File: config.mk
export PLATFORM = sky130hd
export DESIGN_NAME = key_debouncer_flat
export DESIGN_NICKNAME = d
export VERILOG_FILES = /design/src/rtl/key_pkg.sv /design/src/rtl/key_debouncer_if.sv /design/src/rtl/sync_2ff.sv /design/src/rtl/key_debouncer.sv /design/src/flat_wrapper.sv
export SDC_FILE = /design/constraint.sdc
export NUM_CORES = 1
export LEC_CHECK = 0
export BUFFER_PORTS_ARGS = -buffer_cell sky130_fd_sc_hd__buf_2
export CORE_ASPECT_RATIO = 0.9
export CORE_UTILIZATION = 45
export DETAILED_ROUTE_END_ITERATION = 8
export PLACE_DENSITY = 0.68
export SLEW_MARGIN = 20
export SYNTH_ARGS = -nofsm -noshare
export SYNTH_HDL_FRONTEND = slang
export SYNTH_HIERARCHICAL = 1
export SYNTH_SLANG_ARGS = --single-unit
File: constraint.sdc
create_clock -name CLOCK_50 -period 2.56 [get_ports CLOCK_50]
set_clock_uncertainty 0.1 [all_clocks]
set_input_delay 0.256 -clock CLOCK_50 [delete_from_list [all_inputs] [get_ports CLOCK_50]]
set_output_delay 0.256 -clock CLOCK_50 [all_outputs]
set_load 0.01 [all_outputs]
File: src/rtl/key_pkg.sv
// Shared definitions for the key debouncer: FSM state encoding and the
// clock-rate constants used to derive the default timing parameters.
package key_pkg;

    // Button FSM: released, held (waiting for first repeat), auto-repeating.
    typedef enum logic [1:0] {
        IDLE   = 2'd0,
        HELD   = 2'd1,
        REPEAT = 2'd2
    } key_state_t;

    localparam int CLK_HZ        = 50000000;
    localparam int CYCLES_PER_MS = CLK_HZ / 1000;

    // Default timings: 10 ms debounce, 500 ms to first repeat, 100 ms repeat rate.
    localparam int DEF_DEBOUNCE_CYCLES = 10  * CYCLES_PER_MS;
    localparam int DEF_HOLD_CYCLES     = 500 * CYCLES_PER_MS;
    localparam int DEF_REPEAT_CYCLES   = 100 * CYCLES_PER_MS;

endpackage

File: src/rtl/key_debouncer_if.sv
// Bundle of the raw key input and the conditioned button outputs.
// master = debouncer side, slave = consumer (event counter / reset logic).
interface key_debouncer_if;
    logic KEY_IN;
    logic pressed;
    logic press_pulse;
    logic release_pulse;
    logic repeat_pulse;
    logic event_pulse;

    modport master (
        input  KEY_IN,
        output pressed, press_pulse, release_pulse, repeat_pulse, event_pulse
    );

    modport slave (
        output KEY_IN,
        input  pressed, press_pulse, release_pulse, repeat_pulse, event_pulse
    );
endinterface

File: src/rtl/sync_2ff.sv
// Two-flop synchroniser for asynchronous inputs, with a configurable reset
// value so the synchronised level comes out of reset in a known state.
module sync_2ff #(
    parameter int               WIDTH   = 1,
    parameter logic [WIDTH-1:0] RST_VAL = '0
) (
    input  logic             clk,
    input  logic             rst_n,
    input  logic [WIDTH-1:0] i_d,
    output logic [WIDTH-1:0] o_q
);
    logic [WIDTH-1:0] r_meta;
    logic [WIDTH-1:0] r_sync;

    // Capture the raw input, then re-register to resolve metastability.
    always_ff @(posedge clk or negedge rst_n) begin
        if (!rst_n) begin
            r_meta <= RST_VAL;
            r_sync <= RST_VAL;
        end else begin
            r_meta <= i_d;
            r_sync <= r_meta;
        end
    end

    assign o_q = r_sync;
endmodule

File: src/rtl/key_debouncer.sv
// Push-button conditioner: synchronise, debounce with a run-length counter,
// then turn the clean level into press / release / auto-repeat strobes.
module key_debouncer
    import key_pkg::*;
#(
    parameter int ACTIVE_LOW      = 1,
    parameter int DEBOUNCE_CYCLES = DEF_DEBOUNCE_CYCLES,
    parameter int REPEAT_EN       = 0,
    parameter int HOLD_CYCLES     = DEF_HOLD_CYCLES,
    parameter int REPEAT_CYCLES   = DEF_REPEAT_CYCLES
) (
    input  logic            CLOCK_50,
    input  logic            RESET_N,
    key_debouncer_if.master bus
);
    localparam logic [0:0] RELEASED_LVL = (ACTIVE_LOW != 0) ? 1'b1 : 1'b0;
    localparam int DB_W     = $clog2(DEBOUNCE_CYCLES);
    localparam int HOLD_MAX = (HOLD_CYCLES > REPEAT_CYCLES) ? HOLD_CYCLES : REPEAT_CYCLES;
    localparam int HOLD_W   = $clog2(HOLD_MAX);

    localparam logic [DB_W-1:0]   DB_LAST   = DB_W'(DEBOUNCE_CYCLES - 1);
    localparam logic [HOLD_W-1:0] HOLD_LAST = HOLD_W'(HOLD_CYCLES - 1);
    localparam logic [HOLD_W-1:0] REP_LAST  = HOLD_W'(REPEAT_CYCLES - 1);

    logic [0:0]        w_sync;
    logic              w_sample;
    logic              w_differ;
    logic              w_toggle;
    logic              w_rise;
    logic              w_fall;

    logic [DB_W-1:0]   r_db_cnt;
    logic              r_stable;
    key_state_t        r_state;
    logic [HOLD_W-1:0] r_hold_cnt;
    logic              r_press_pulse;
    logic              r_release_pulse;
    logic              r_repeat_pulse;
    logic              r_event_pulse;

    // Sync FFs come out of reset at the released level, so a key held through
    // reset still has to be debounced as a fresh press.
    sync_2ff #(
        .WIDTH   (1),
        .RST_VAL (RELEASED_LVL)
    ) u_sync (
        .clk   (CLOCK_50),
        .rst_n (RESET_N),
        .i_d   (bus.KEY_IN),
        .o_q   (w_sync)
    );

    // Normalise polarity: 1 always means pressed from here on.
    assign w_sample = w_sync[0] ^ RELEASED_LVL[0];
    assign w_differ = (w_sample != r_stable);
    assign w_toggle = w_differ && (r_db_cnt == DB_LAST);
    assign w_rise   = w_toggle && !r_stable;
    assign w_fall   = w_toggle &&  r_stable;

    // Debounce: count consecutive disagreeing samples, accept on the last one.
    always_ff @(posedge CLOCK_50 or negedge RESET_N) begin
        if (!RESET_N) begin
            r_db_cnt <= '0;
            r_stable <= 1'b0;
        end else if (!w_differ) begin
            r_db_cnt <= '0;
        end else if (r_db_cnt == DB_LAST) begin
            r_db_cnt <= '0;
            r_stable <= ~r_stable;
        end else begin
            r_db_cnt <= r_db_cnt + 1'b1;
        end
    end

    // Button FSM with registered strobes; a release always beats a due repeat.
    always_ff @(posedge CLOCK_50 or negedge RESET_N) begin
        if (!RESET_N) begin
            r_state         <= IDLE;
            r_hold_cnt      <= '0;
            r_press_pulse   <= 1'b0;
            r_release_pulse <= 1'b0;
            r_repeat_pulse  <= 1'b0;
            r_event_pulse   <= 1'b0;
        end else begin
            r_press_pulse   <= 1'b0;
            r_release_pulse <= 1'b0;
            r_repeat_pulse  <= 1'b0;
            r_event_pulse   <= 1'b0;
            case (r_state)
                IDLE: begin
                    if (w_rise) begin
                        r_state       <= HELD;
                        r_hold_cnt    <= '0;
                        r_press_pulse <= 1'b1;
                        r_event_pulse <= 1'b1;
                    end
                end
                HELD: begin
                    if (w_fall) begin
                        r_state         <= IDLE;
                        r_hold_cnt      <= '0;
                        r_release_pulse <= 1'b1;
                    end else if ((REPEAT_EN != 0) && (r_hold_cnt == HOLD_LAST)) begin
                        r_state        <= REPEAT;
                        r_hold_cnt     <= '0;
                        r_repeat_pulse <= 1'b1;
                        r_event_pulse  <= 1'b1;
                    end else if (REPEAT_EN != 0) begin
                        // Without auto-repeat the counter has nothing to time.
                        r_hold_cnt <= r_hold_cnt + 1'b1;
                    end
                end
                REPEAT: begin
                    if (w_fall) begin
                        r_state         <= IDLE;
                        r_hold_cnt      <= '0;
                        r_release_pulse <= 1'b1;
                    end else if (r_hold_cnt == REP_LAST) begin
                        r_hold_cnt     <= '0;
                        r_repeat_pulse <= 1'b1;
                        r_event_pulse  <= 1'b1;
                    end else begin
                        r_hold_cnt <= r_hold_cnt + 1'b1;
                    end
                end
                default: begin
                    r_state    <= IDLE;
                    r_hold_cnt <= '0;
                end
            endcase
        end
    end

    assign bus.pressed       = r_stable;
    assign bus.press_pulse   = r_press_pulse;
    assign bus.release_pulse = r_release_pulse;
    assign bus.repeat_pulse  = (REPEAT_EN != 0) ? r_repeat_pulse : 1'b0;
    assign bus.event_pulse   = r_event_pulse;
endmodule
File: src/flat_wrapper.sv
// flat-port wrapper written by rule: the top's interface ports become plain ports
module key_debouncer_flat import key_pkg::*;
#(
    parameter int ACTIVE_LOW      = 1,
    parameter int DEBOUNCE_CYCLES = DEF_DEBOUNCE_CYCLES,
    parameter int REPEAT_EN       = 0,
    parameter int HOLD_CYCLES     = DEF_HOLD_CYCLES,
    parameter int REPEAT_CYCLES   = DEF_REPEAT_CYCLES
)
  (CLOCK_50, RESET_N, bus_KEY_IN, bus_pressed, bus_press_pulse, bus_release_pulse, bus_repeat_pulse, bus_event_pulse);
  key_debouncer_if bus_i ();
  input  logic CLOCK_50;
  input  logic RESET_N;
  input wire logic [$bits(bus_i.KEY_IN)-1:0] bus_KEY_IN;
  output wire logic [$bits(bus_i.pressed)-1:0] bus_pressed;
  output wire logic [$bits(bus_i.press_pulse)-1:0] bus_press_pulse;
  output wire logic [$bits(bus_i.release_pulse)-1:0] bus_release_pulse;
  output wire logic [$bits(bus_i.repeat_pulse)-1:0] bus_repeat_pulse;
  output wire logic [$bits(bus_i.event_pulse)-1:0] bus_event_pulse;
  assign bus_i.KEY_IN = bus_KEY_IN;
  assign bus_pressed = bus_i.pressed;
  assign bus_press_pulse = bus_i.press_pulse;
  assign bus_release_pulse = bus_i.release_pulse;
  assign bus_repeat_pulse = bus_i.repeat_pulse;
  assign bus_event_pulse = bus_i.event_pulse;
  key_debouncer #(.ACTIVE_LOW(ACTIVE_LOW), .DEBOUNCE_CYCLES(DEBOUNCE_CYCLES), .REPEAT_EN(REPEAT_EN), .HOLD_CYCLES(HOLD_CYCLES), .REPEAT_CYCLES(REPEAT_CYCLES)) u_core (.CLOCK_50(CLOCK_50), .RESET_N(RESET_N), .bus(bus_i));
endmodule
# Yosys cells after proc, flatten, opt, wreduce, memory -nomap -nowiden
# Cells that the tools add are included.
# classes
n_addsub	2
mul	0
n_div	0
order_cmp	0
eq_ne	8
shifts	0
mux	17
n_bitwise	2
reduce_logical	9
# ops
op	n
$mux 25	4
$pmux 25 s3	1
$mux 19	2
$add 25x1->25 const B	1
$eq 25x23->1 const B	1
$add 19x1->19 const B	1
$eq 19x19->1 const B	1
$mux 1	6
$ne 2x1->1 const B	3
$reduce_and 2->1	3
$mux 2	2
$pmux 2 s2	1
$logic_and 1x1->1	3
$eq 2x1->1 const B	1
$eq 2x2->1 const B	1
$logic_not 2->1	1
$not 1->1	2
$pmux 1 s2	1
$reduce_or 2->1	1
$logic_not 1->1	1
$ne 1x1->1	1
# word_totals
register_bits	52
latchBits	0
mem_bits_rw	0
romBits	0
in_bits	3
output_inout_bits	5
elab_cells	47
mem_count	0

# Longest topological paths before layout
# Gate-level depths: netlist (run 1).
# logic_depth
depth_word	6
depth_mapped	6
ltp_nobuf	5

# Cells and area by module
# Netlist (run 1), hierarchy kept.
# modules_own_cells
mod	instances	cells_per_inst	area_per_inst_um2	seq_area_each_um2
key_debouncer	1	120	1219.9	575.6
sync_2ff	1	2	52.6	52.6

# Worst setup path before layout (run 1)
# No wires, ideal clock.
# synth_path
path_type	reg2reg
from	register u_core.r_db_cnt[0]
to	register u_core.r_db_cnt[14]
setup_ps	119
arrival_time_ps	1455
required_time_ps	2341
path_slack_ps	887
path_stages_with_launch	7
path_buffers	1
period_less_slack_ps	1673
cell_sequence	dfrtp_1 -> ha_1 -> nand4_2 -> buf_2 -> nor4_1 -> xnor2_1 -> nor2_1
# synth_via
elab_chain_cells	3
elab_cells_between_ends	4
cone_classes	add/sub: 1; eq/ne: 1; mux: 2
# synth_rtl
element	line	rtl
start, declared	key_debouncer.sv:32	logic [DB_W-1:0] r_db_cnt;
start signal, assigned	key_debouncer.sv:71	r_db_cnt <= r_db_cnt + 1'b1;
$add 19x1->19 or $eq 19x19->1 (tied branches)	key_debouncer.sv:71, key_debouncer.sv:67	
$mux 19 (*)	key_debouncer.sv:67	end else if (r_db_cnt == DB_LAST) begin
$mux 19 (*)	key_debouncer.sv:65	end else if (!w_differ) begin
# Every way passes the cells marked *; elsewhere a longest branch is shown, timed or not.
# A chain may end at the register's enable or synchronous reset.

# Worst setup path in the final report (run 1)
# layout_path
from	register u_core.r_db_cnt[0]
to	register u_core.r_db_cnt[2]
# The elaborated chain is that of the path after synthesis.

==> reports/metrics.cfg, run 1 <==
[sta]
setup_viol = 0
finalMaxSlewViolations = 0
fin_hold_ws_ns = 0.274
rsz0062_at_grt = no
hold_viol_final = 0
period_needed_ns = 1.98
tns_ns = 0
post-route-period-util = 0.773
setup_slack_ns = 0.581
slew-limit-headroom = 0.633
fmax_mhz = 505
worst_pin_slew_ns = 0.551

[drt]
firstDrtPassIters = 4
drc = 0
wl_mm = 2.30
detail-route-antenna-nets = 0
wl_per_cell_um = 13.7
vias_per_cell = 5.45
drt-initial-drc-count = 41
vias = 916

[placed_design]
place_ws_ns = 0.585
port-buffer-count = 6
dpl.hpwl_mm = 1.66
gp_congestion = 0.831
dpl.cell_count = 162
dpl-instance-area_um2 = 1330

[logic_synthesis]
netlist_instances = 122
synth_edf_count = 0
synth_xor_area_frac = 0.103
ys_warn_count = 6
syn_avg_cell_area_um2 = 10.4
synthSimpleGateAreaFrac = 0.286
synth_top_family_by_area = simple AND/OR/NAND/NOR gates
syn_nets = 126
ys_types = 38
ys.flop_type = dfrtp_1
netlist_area_um2 = 1270
synth.area.mux_share = 0.0157
ys_seq_area_frac = 0.494
synthAdderAreaFrac = 0.00983
synth_compound_area_frac = 0.0482
ys_async_sr_fraction = 1.00
ys_seq_elements = 25

[setup_path]
reg2reg_to = u_core/r_db_cnt[2]$_DFF_PN0_
cpLargestDelayFamily = compound AO/OA/AOI/OAI gates
required_ns = 2.68
cp_cell_sequence = ha_1 > nand4_2 > o21ai_2 > buf_4 > nor2_1
worst_setup_path_start_kind = flop
cp-startpoint = u_core/r_db_cnt[0]$_DFF_PN0_
crit_type = reg2reg
critPathMaxStageDelay_ns = 0.46
cp_max_fo = 12
rr_worst_depth = 5
r2r-start = u_core/r_db_cnt[0]$_DFF_PN0_
cp-end-kind = flop
cp.arrival_ns = 2.09
r2r_slack_ns = 0.58
crit_buf_inv = 1
crit_slowest_cell = o21ai_2
crit_cells = 5

[clock_tree]
clk_pin_slew_ns = 0.12
root_buffer = clkbuf_4
htreeDepth = 1
insertion_delay_ns = 0.32
cts_tree = yes
cts.sinks = 25
cts_buffers = 3
clockBufferDepth = 2
cts_setup_buffers = 0

[cells_and_area]
final_cell_mix = 23 x dfrtp_1, 19 x nor2_1, 13 x xnor2_1
drive_gt1_frac = 0.169
nets = 135
multi_input_area_um2 = 593
final_common_cell = dfrtp_1
finalNonFillerCells = 168
fillers = 227
syn2layout_area_growth_pct = 7.77
antenna_cells = 0
seqCellArea_um2 = 628
final_area_um2 = 1370

[pwr]
clkPwrFrac = 0.285
leakage_uw = 0.000532
combPwrFrac = 0.044
p_sw_frac = 0.226
p_sw_uw = 138
p_per_area_nw_per_um2 = 444
ir_worst_vdd_mv = 0.255
power.share.sequential = 0.671
internal-power_uw = 471

[global_route]
grt_overflow = 0
grt.total_usage = 0.179
use_met3 = 0.0519
use_met1 = 0.249
grt_use_met2 = 0.268
antenna_found_initial = 0
grt_pass1_vias = 842
grt_pass1_wl_mm = 3.97
grt_start_max_net_pins = 26
top_usage_layer = met2

[floorplan]
die_w_um = 58.1
row_count = 17
die_h_um = 52.4
initial_core_util = 0.494
coreArea_um2 = 2570
io_pins = 8
die-area_um2 = 3040

[job]
maxCapViolations = 0

[worst_hold_path]
hold-path-cell-count = 0
hold-path-endpoint = u_core/u_sync/o_q$_DFF_PN1_
hp-start = u_core/u_sync/r_meta$_DFF_PN1_
hold_class = reg2reg

[outcome]
status = finished, final reports clean

==> final cells by class <==
class | instances | area share
multi-input combinational | 87 | 0.432
inverter | 5 | 0.0137
timing repair buffer | 9 | 0.0420
clock buffer | 4 | 0.0192
tap | 38 | 0.0347
sequential | 25 | 0.458
==> cells in the mapped netlist (3+ instances only) <==
library cell	instances	area (µm²)
buf_4	3	22.5
nand2_1	6	22.5
dfrtp_1	23	576
nand3_1	5	25.0
nand4_2	3	37.5
nor2_1	19	71.3
inv_1	5	18.8
nor4_1	8	50.1
nor3_1	4	20.0
xnor2_1	13	114
==> power groups by stage <==
stage               clock network [µW]  logic, µW  registers (µW)
floorplan                            0       13.8             415
detailed placement                   0       25.3             416
global placement                     0       24.2             416
CTS                                181       27.7             409
global route                       199       31.2             410
finish                             173       26.9             409
==> worst max path at each step <==
stage / to
after floorplan: u_core/r_db_cnt[14]$_DFF_PN0_
after global placement: u_core/r_db_cnt[7]$_DFF_PN0_
after detailed placement: u_core/r_db_cnt[2]$_DFF_PN0_
after CTS: u_core/r_db_cnt[2]$_DFF_PN0_
after global routing: u_core/r_db_cnt[3]$_DFF_PN0_
final: u_core/r_db_cnt[2]$_DFF_PN0_
==> timing repair <==
| action | in CTS | in global routing |
|---|---|---|
| endpoints found under the hold margin | 24 | 0 |
| hold buffers | 2 | 0 |
| gates resized for setup | 0 | 0 |
==> worst reg2reg max path, stage by stage, from the launching register on <==
cell     delay [ns]
dfrtp_1        0.44
ha_1           0.24
nand4_2        0.32
o21ai_2        0.46
buf_4          0.26
nor2_1         0.07
==> per-layer routing <==
layer	up-vias	part of all wire
met1	441	0.50
li1	444	-
met3	2	0.050
met4	0	0.011
met2	29	0.43
met5	-	0
==> state kept, by name (all words and copies together) (netlist names) <==
| register | flops |
|---|---|
| u_core/u_sync/o_q | 1 |
| u_core/bus.pressed | 1 |
| u_core/r_state | 1 |
| u_core/bus.release_pulse | 1 |
| u_core/bus.event_pulse | 1 |
| u_core/u_sync/r_meta | 1 |
| u_core/r_db_cnt | 19 |
==> cell families (layout without fill, tap and decap cells) <==
| kind of cell | after synthesis | after routing |
|---|---|---|
| AND/OR/NAND/NOR | 60 | 60 |
| flip-flops | 25 | 25 |
| XOR/XNOR | 15 | 15 |
| buffers and inverters | 10 | 18 |
| AO/OA/AOI/OAI | 8 | 8 |
| multiplexers | 2 | 2 |
| adder cells (fa/ha/maj) | 1 | 1 |
| other | 1 | 1 |
==> metrics by stage <==
step,total power [µW],util
finish,609,0.533
detailed placement,442,0.515
CTS,618,0.533
global placement,440,0.515
global route,640,0.533
floorplan,429,-
Power figures use the tool's default switching activity.
==> run 2, diff against run 1 <==
--- a/config.mk
+++ b/config.mk
@@ -9,7 +9,7 @@
 export CORE_ASPECT_RATIO = 0.9
 export CORE_UTILIZATION = 45
 export DETAILED_ROUTE_END_ITERATION = 8
-export PLACE_DENSITY = 0.68
+export PLACE_DENSITY = 0.7
 export SLEW_MARGIN = 20
 export SYNTH_ARGS = -nofsm -noshare
 export SYNTH_HDL_FRONTEND = slang
==> constraint.sdc (replaced) <==
create_clock -name CLOCK_50 -period 1.6 [get_ports CLOCK_50]
set_clock_uncertainty 0.1 [all_clocks]
set_input_delay 0.16 -clock CLOCK_50 [delete_from_list [all_inputs] [get_ports CLOCK_50]]
set_output_delay 0.16 -clock CLOCK_50 [all_outputs]
set_load 0.01 [all_outputs]
==> run 2 against run 1 <==
  * The flow now finishes with violations (DRC, setup timing)
  * Sequential power is 61% higher
  * Count of clock-buffer cells in the layout is the same
  * Core utilization is 15 points higher
  * Final area up 28%
  * Sequential share of layout area shrank 9.5 points
  * Critical path type unchanged
==> reports/metrics.cfg, run 2 (synthesis results as in run 1) <==
[outcome]
status = finished with violations  ; was finished, final reports clean
violations = DRC, setup timing

[pwr]
ir_worst_vdd_mv = 0.482  ; was 0.255 mV
p_per_area_nw_per_um2 = 575  ; was 444 nW/µm²
total_power_uw = 1010  ; was 609 µW
leakage_uw = 0.000730  ; was 0.000532 µW

[cells_and_area]
fillers = 198  ; was 227
nets = 163  ; was 135
final_cell_mix = 26 x buf_4, 19 x nor2_1, 14 x dfrtp_1  ; was 23 x dfrtp_1, 19 x nor2_1, 13 x xnor2_1
drive_gt1_frac = 0.430  ; was 0.169
top_register = u_core/r_db_cnt  ; unchanged
syn2layout_area_growth_pct = 38.3  ; was 7.77%
final_area_um2 = 1760  ; was 1370 µm²
final_common_cell = buf_4  ; was dfrtp_1
fin_util = 0.684  ; was 0.533
largest_register_ffs = 19  ; unchanged
antenna_cells = 0  ; unchanged

[drt]
detail-route-antenna-nets = 0  ; unchanged
vias_per_cell = 5.17  ; was 5.45
drc = 1  ; was 0
vias = 1014  ; was 916
wl_per_cell_um = 13.9  ; was 13.7 µm
drt-initial-drc-count = 19  ; was 41
wl_mm = 2.73  ; was 2.30 mm
firstDrtPassIters = 6  ; was 4

[sta]
hold_viol_final = 0  ; unchanged
setup_slack_ns = -0.101  ; was 0.581 ns
setup_viol = 23  ; was 0
worst_pin_slew_ns = 0.543  ; was 0.551 ns
finalMaxSlewViolations = 0  ; unchanged
period_needed_ns = 1.70  ; was 1.98 ns
rsz0062_at_grt = yes  ; was no
fmax_mhz = 588  ; was 505 MHz
slew-limit-headroom = 0.638  ; was 0.633
post-route-period-util = 1.06  ; was 0.773

[floorplan]
die_w_um = 58.1  ; unchanged
coreArea_um2 = 2570  ; unchanged
row_count = 17  ; unchanged
die-area_um2 = 3040  ; unchanged
io_pins = 8  ; unchanged
initial_core_util = 0.494  ; unchanged
die_h_um = 52.4  ; unchanged

[job]
maxCapViolations = 0  ; unchanged

[setup_path]
r2r_slack_ns = -0.10  ; was 0.58 ns
cp-startpoint = u_core/r_db_cnt[10]$_DFF_PN0_  ; was u_core/r_db_cnt[0]$_DFF_PN0_
required_ns = 1.72  ; was 2.68 ns
cp_max_fo = 10  ; was 12
crit_type = reg2reg  ; unchanged
rr_worst_depth = 5  ; unchanged
cp.arrival_ns = 1.82  ; was 2.09 ns
worst_setup_path_start_kind = flop  ; unchanged
cp-end-kind = flop  ; unchanged
reg2reg_to = u_core/r_db_cnt[5]$_DFF_PN0_  ; was u_core/r_db_cnt[2]$_DFF_PN0_
r2r-start = u_core/r_db_cnt[10]$_DFF_PN0_  ; was u_core/r_db_cnt[0]$_DFF_PN0_

[clock_tree]
cts_buffers = 3  ; unchanged
htreeDepth = 1  ; unchanged
cts_tree = yes  ; unchanged
clk_pin_slew_ns = 0.13  ; was 0.12 ns
cts.sinks = 25  ; unchanged
root_buffer = clkbuf_4  ; unchanged
clockBufferDepth = 2  ; unchanged
insertion_delay_ns = 0.32  ; about the same

[placed_design]
port-buffer-count = 6  ; unchanged
gp_congestion = 0.814  ; was 0.831
place_ws_ns = -0.0808  ; was 0.585 ns
dpl-instance-area_um2 = 1570  ; was 1330 µm²
dpl.hpwl_mm = 1.83  ; was 1.66 mm

[global_route]
grt_pass1_vias = 1004  ; was 842
grt_start_max_net_pins = 26  ; unchanged
antenna_found_initial = 0  ; unchanged
grt.total_usage = 0.206  ; was 0.179
grt_overflow = 0  ; unchanged
grt_pass1_wl_mm = 4.65  ; was 3.97 mm

[worst_hold_path]
hold_class = in2async  ; was reg2reg

[run 2: layout make-up]
cell class | instances | area [µm²] | area share
Multi-Input combinational cell | 87 | 723 | 0.411
Sequential cell | 25 | 639 | 0.363
Timing Repair Buffer | 37 | 305 | 0.173
Tap cell | 38 | 47.5 | 0.0270
Clock buffer | 4 | 26.3 | 0.0149
Inverter | 5 | 18.8 | 0.0107
[run 2: how the worst max path moves through the flow]
stage | cells past startpoint | end | slack, ns
after floorplan | 5 | u_core/r_db_cnt[17]$_DFF_PN0_ | 0.02
after global placement | 5 | u_core/r_db_cnt[18]$_DFF_PN0_ | -0.10
after detailed placement | 4 | u_core/bus.event_pulse$_DFF_PN0_ | -0.08
after CTS | 5 | u_core/r_db_cnt[17]$_DFF_PN0_ | -0.06
after global routing | 5 | u_core/r_db_cnt[2]$_DFF_PN0_ | -0.21
final | 5 | u_core/r_db_cnt[5]$_DFF_PN0_ | -0.10
[run 2: where the power goes]
group / switching, µW / internal, µW / total (µW)
clock: 185 / 97.6 / 283
sequential: 15.5 / 644 / 659
combinational: 34.8 / 35.8 / 70.6
[run 2: timing repair]
item | CTS | global route
setup buffers | 6 | 0
pin swaps | 6 | 6
hold endpoints to repair | 24 | 0
resized for setup | 8 | 6
setup endpoints to repair | 23 | 23
hold buffers | 2 | 0
[run 2: critical path: stages (launching register included)]
cell     delay (ns)
dfrtp_2        0.47
nor4_2         0.34
nand4_1        0.23
o21ai_4        0.22
buf_4          0.19
nor2_1         0.06
[run 2: layer usage]
| layer | track usage | part of all wire | vias to the layer above |
|---|---|---|---|
| met1 | 0.282 | 0.49 | 495 |
| li1 | - | - | 500 |
| met5 | 0 | 0 | - |
| met3 | 0.0543 | 0.029 | 2 |
| met2 | 0.326 | 0.48 | 17 |
| met4 | 0.0476 | 0.0051 | 0 |
[run 2: metrics by stage]
stage,TNS [ns],hold slack (ns),instances
global placement,-0.274,0.0678,184
finish,-1.85,0.237,196
global route,-4.14,0.274,196
detailed placement,-0.674,0.0746,184
CTS,-0.988,0.255,196
floorplan,0,-0.236,122
==> run 3, diff against run 2 <==
--- a/config.mk
+++ b/config.mk
@@ -8,6 +8,7 @@
 export BUFFER_PORTS_ARGS = -buffer_cell sky130_fd_sc_hd__buf_2
 export CORE_ASPECT_RATIO = 0.9
 export CORE_UTILIZATION = 45
+export CTS_BUF_LIST = sky130_fd_sc_hd__clkbuf_8
 export DETAILED_ROUTE_END_ITERATION = 8
 export PLACE_DENSITY = 0.7
 export SLEW_MARGIN = 20
==> run 3 against run 2 <==
  * The run still ends with DRC, setup timing left
  * First-iteration DRC count increased by 5.3%
  * Wire length increased by 0.91%
  * Via count decreased by 0.79%
  * Largest cell class unchanged
  * Critical path type unchanged
  * Clock power increased by 29%
  * Largest power group unchanged
==> reports/metrics.cfg, run 3 (synthesis results as in run 1) <==
[cells_and_area]
final_cell_mix = 23 x buf_4, 19 x nor2_1, 14 x dfrtp_1  ; was 26 x buf_4, 19 x nor2_1, 14 x dfrtp_1
syn2layout_area_growth_pct = 40.7  ; was 38.3%
nets = 162  ; was 163
finalNonFillerCells = 195  ; was 196
fillers = 187  ; was 198
drive_gt1_frac = 0.433  ; was 0.430
antenna_cells = 0  ; unchanged
largest_register_ffs = 19  ; unchanged
top_register = u_core/r_db_cnt  ; unchanged
final_common_cell = buf_4  ; unchanged

[pwr]
total_power_uw = 1100  ; was 1010 µW
leakage_uw = 0.000746  ; was 0.000730 µW
ir_worst_vdd_mv = 0.508  ; was 0.482 mV
p_per_area_nw_per_um2 = 613  ; was 575 nW/µm²

[outcome]
violations = DRC, setup timing  ; unchanged
status = finished with violations  ; unchanged

[sta]
tns_ns = -1.80  ; was -1.85 ns
rsz0062_at_grt = yes  ; unchanged
fin_hold_ws_ns = 0.261  ; was 0.237 ns
setup_slack_ns = -0.0983  ; was -0.101 ns
period_needed_ns = 1.70  ; about the same
post-route-period-util = 1.06  ; about the same
worst_pin_slew_ns = 0.541  ; was 0.543 ns
hold_viol_final = 0  ; unchanged
slew-limit-headroom = 0.639  ; was 0.638
fmax_mhz = 589  ; was 588 MHz
finalMaxSlewViolations = 0  ; unchanged
setup_viol = 23  ; unchanged

[global_route]
grt_pass1_vias = 982  ; was 1,004
antenna_found_initial = 0  ; unchanged
grt_pass1_wl_mm = 4.55  ; was 4.65 mm
grt.total_usage = 0.205  ; was 0.206
grt_overflow = 0  ; unchanged
grt_start_max_net_pins = 26  ; unchanged

[drt]
vias_per_cell = 5.16  ; was 5.17
drc = 1  ; unchanged
wl_mm = 2.76  ; was 2.73 mm
wl_per_cell_um = 14.1  ; was 13.9 µm
drt-initial-drc-count = 20  ; was 19
firstDrtPassIters = 6  ; unchanged
detail-route-antenna-nets = 0  ; unchanged
vias = 1006  ; was 1,014

[placed_design]
dpl.cell_count = 184  ; unchanged
gp_congestion = 0.814  ; unchanged
dpl.hpwl_mm = 1.83  ; unchanged
port-buffer-count = 6  ; unchanged

[worst_hold_path]
hold_class = reg2reg  ; was in2async
hold-path-cell-count = 0

[job]
maxCapViolations = 0  ; unchanged

[floorplan]
row_count = 17  ; unchanged
coreArea_um2 = 2570  ; unchanged
initial_core_util = 0.494  ; unchanged
die_h_um = 52.4  ; unchanged
die-area_um2 = 3040  ; unchanged
die_w_um = 58.1  ; unchanged
io_pins = 8  ; unchanged

[setup_path]
required_ns = 1.66  ; was 1.72 ns
cp_max_fo = 8  ; was 10
cp-end-kind = flop  ; unchanged
worst_setup_path_start_kind = flop  ; unchanged
rr_worst_depth = 5  ; unchanged
cp.arrival_ns = 1.75  ; was 1.82 ns
crit_type = reg2reg  ; unchanged

[clock_tree]
insertion_delay_ns = 0.27  ; was 0.32 ns
root_buffer = clkbuf_8  ; was clkbuf_4
htreeDepth = 1  ; unchanged
cts_tree = yes  ; unchanged
cts.sinks = 25  ; unchanged
clockBufferDepth = 2  ; unchanged
cts_buffers = 3  ; unchanged
clk_pin_slew_ns = 0.08  ; was 0.13 ns

==> run 3: cell count changes in the layout (fill, tap and decap cells not counted) <==
| cell | before | now |
|---|---|---|
| inv_1 | 5 | 6 |
| or2_4 | 1 | 2 |
| buf_4 | 26 | 23 |
| clkbuf_4 | 3 | 0 |
| clkbuf_8 | 0 | 3 |
| buf_6 | 0 | 2 |
| nor4_2 | 4 | 3 |
| clkbuf_1 | 1 | 0 |
| or2_1 | 1 | 0 |
| nor4_4 | 2 | 3 |
==> run 3: timing repair <==
item,4_1_cts,5_1_grt
buffers inserted,5,0
cloned,0,0
pin swaps,6,7
endpoints found under the setup margin,23,23
resized for setup,8,10
hold buffers,2,0
hold endpoints to repair,24,0
==> run 3: layer usage <==
metal  share of wire  routed length, µm  vias up  GRT usage
met3           0.034                 95        4     0.0519
met5               0                  0        -          0
met2            0.46               1270       16      0.328
met1            0.50               1370      487      0.275
met4          0.0094                 26        0     0.0595
li1                -                  -      499          -
==> run 3: through the flow <==
| step | instance area [µm²] | worst slack (ns) | util |
|---|---|---|---|
| 2_1_floorplan | 1360 | 0.0187 | - |
| 3_3_place_gp | 1570 | -0.102 | 0.611 |
| 3_5_place_dp | 1570 | -0.0808 | 0.611 |
| 4_1_cts | 1740 | -0.0495 | 0.677 |
| 5_1_grt | 1790 | -0.200 | 0.696 |
| 6_report | 1790 | -0.0983 | 0.696 |
==> run 3: final timing paths <==
check | from | endpoint | slack (ns)
worst max register to register | u_core/r_db_cnt[11]$_DFF_PN0_ | u_core/r_db_cnt[15]$_DFF_PN0_ | -0.1
worst min register to register | u_core/u_sync/r_meta$_DFF_PN1_ | u_core/u_sync/o_q$_DFF_PN1_ | 0.26
worst min-delay path | u_core/u_sync/r_meta$_DFF_PN1_ | u_core/u_sync/o_q$_DFF_PN1_ | 0.26
min in group asynchronous | RESET_N | u_core/bus.event_pulse$_DFF_PN0_ | 0.30
worst max-delay path | u_core/r_db_cnt[11]$_DFF_PN0_ | u_core/r_db_cnt[15]$_DFF_PN0_ | -0.1
max in group asynchronous | RESET_N | u_core/r_db_cnt[5]$_DFF_PN0_ | 0.71
==> run 3: worst max-delay path: stages (launching register included) <==
cell      delay (ns)
dfrtp_2         0.45
nor4bb_1        0.33
nand4_1         0.23
o21ai_4         0.22
buf_4           0.19
a21oi_1         0.06
==> run 3: power breakdown <==
group | internal, µW | switching (µW)
sequential | 643 | 15.6
combinational | 35.9 | 35.8
clock | 172 | 195
total | 851 | 246
==> run 3: cell type report <==
class	count	area, µm²	share of cell area
clock inverter	1	3.75	0.00210
inverter	5	18.8	0.0105
sequential	25	639	0.357
timing repair buffer	36	305	0.171
tap	38	47.5	0.0266
multi-input combinational	87	734	0.410
clock buffer	3	41.3	0.0231
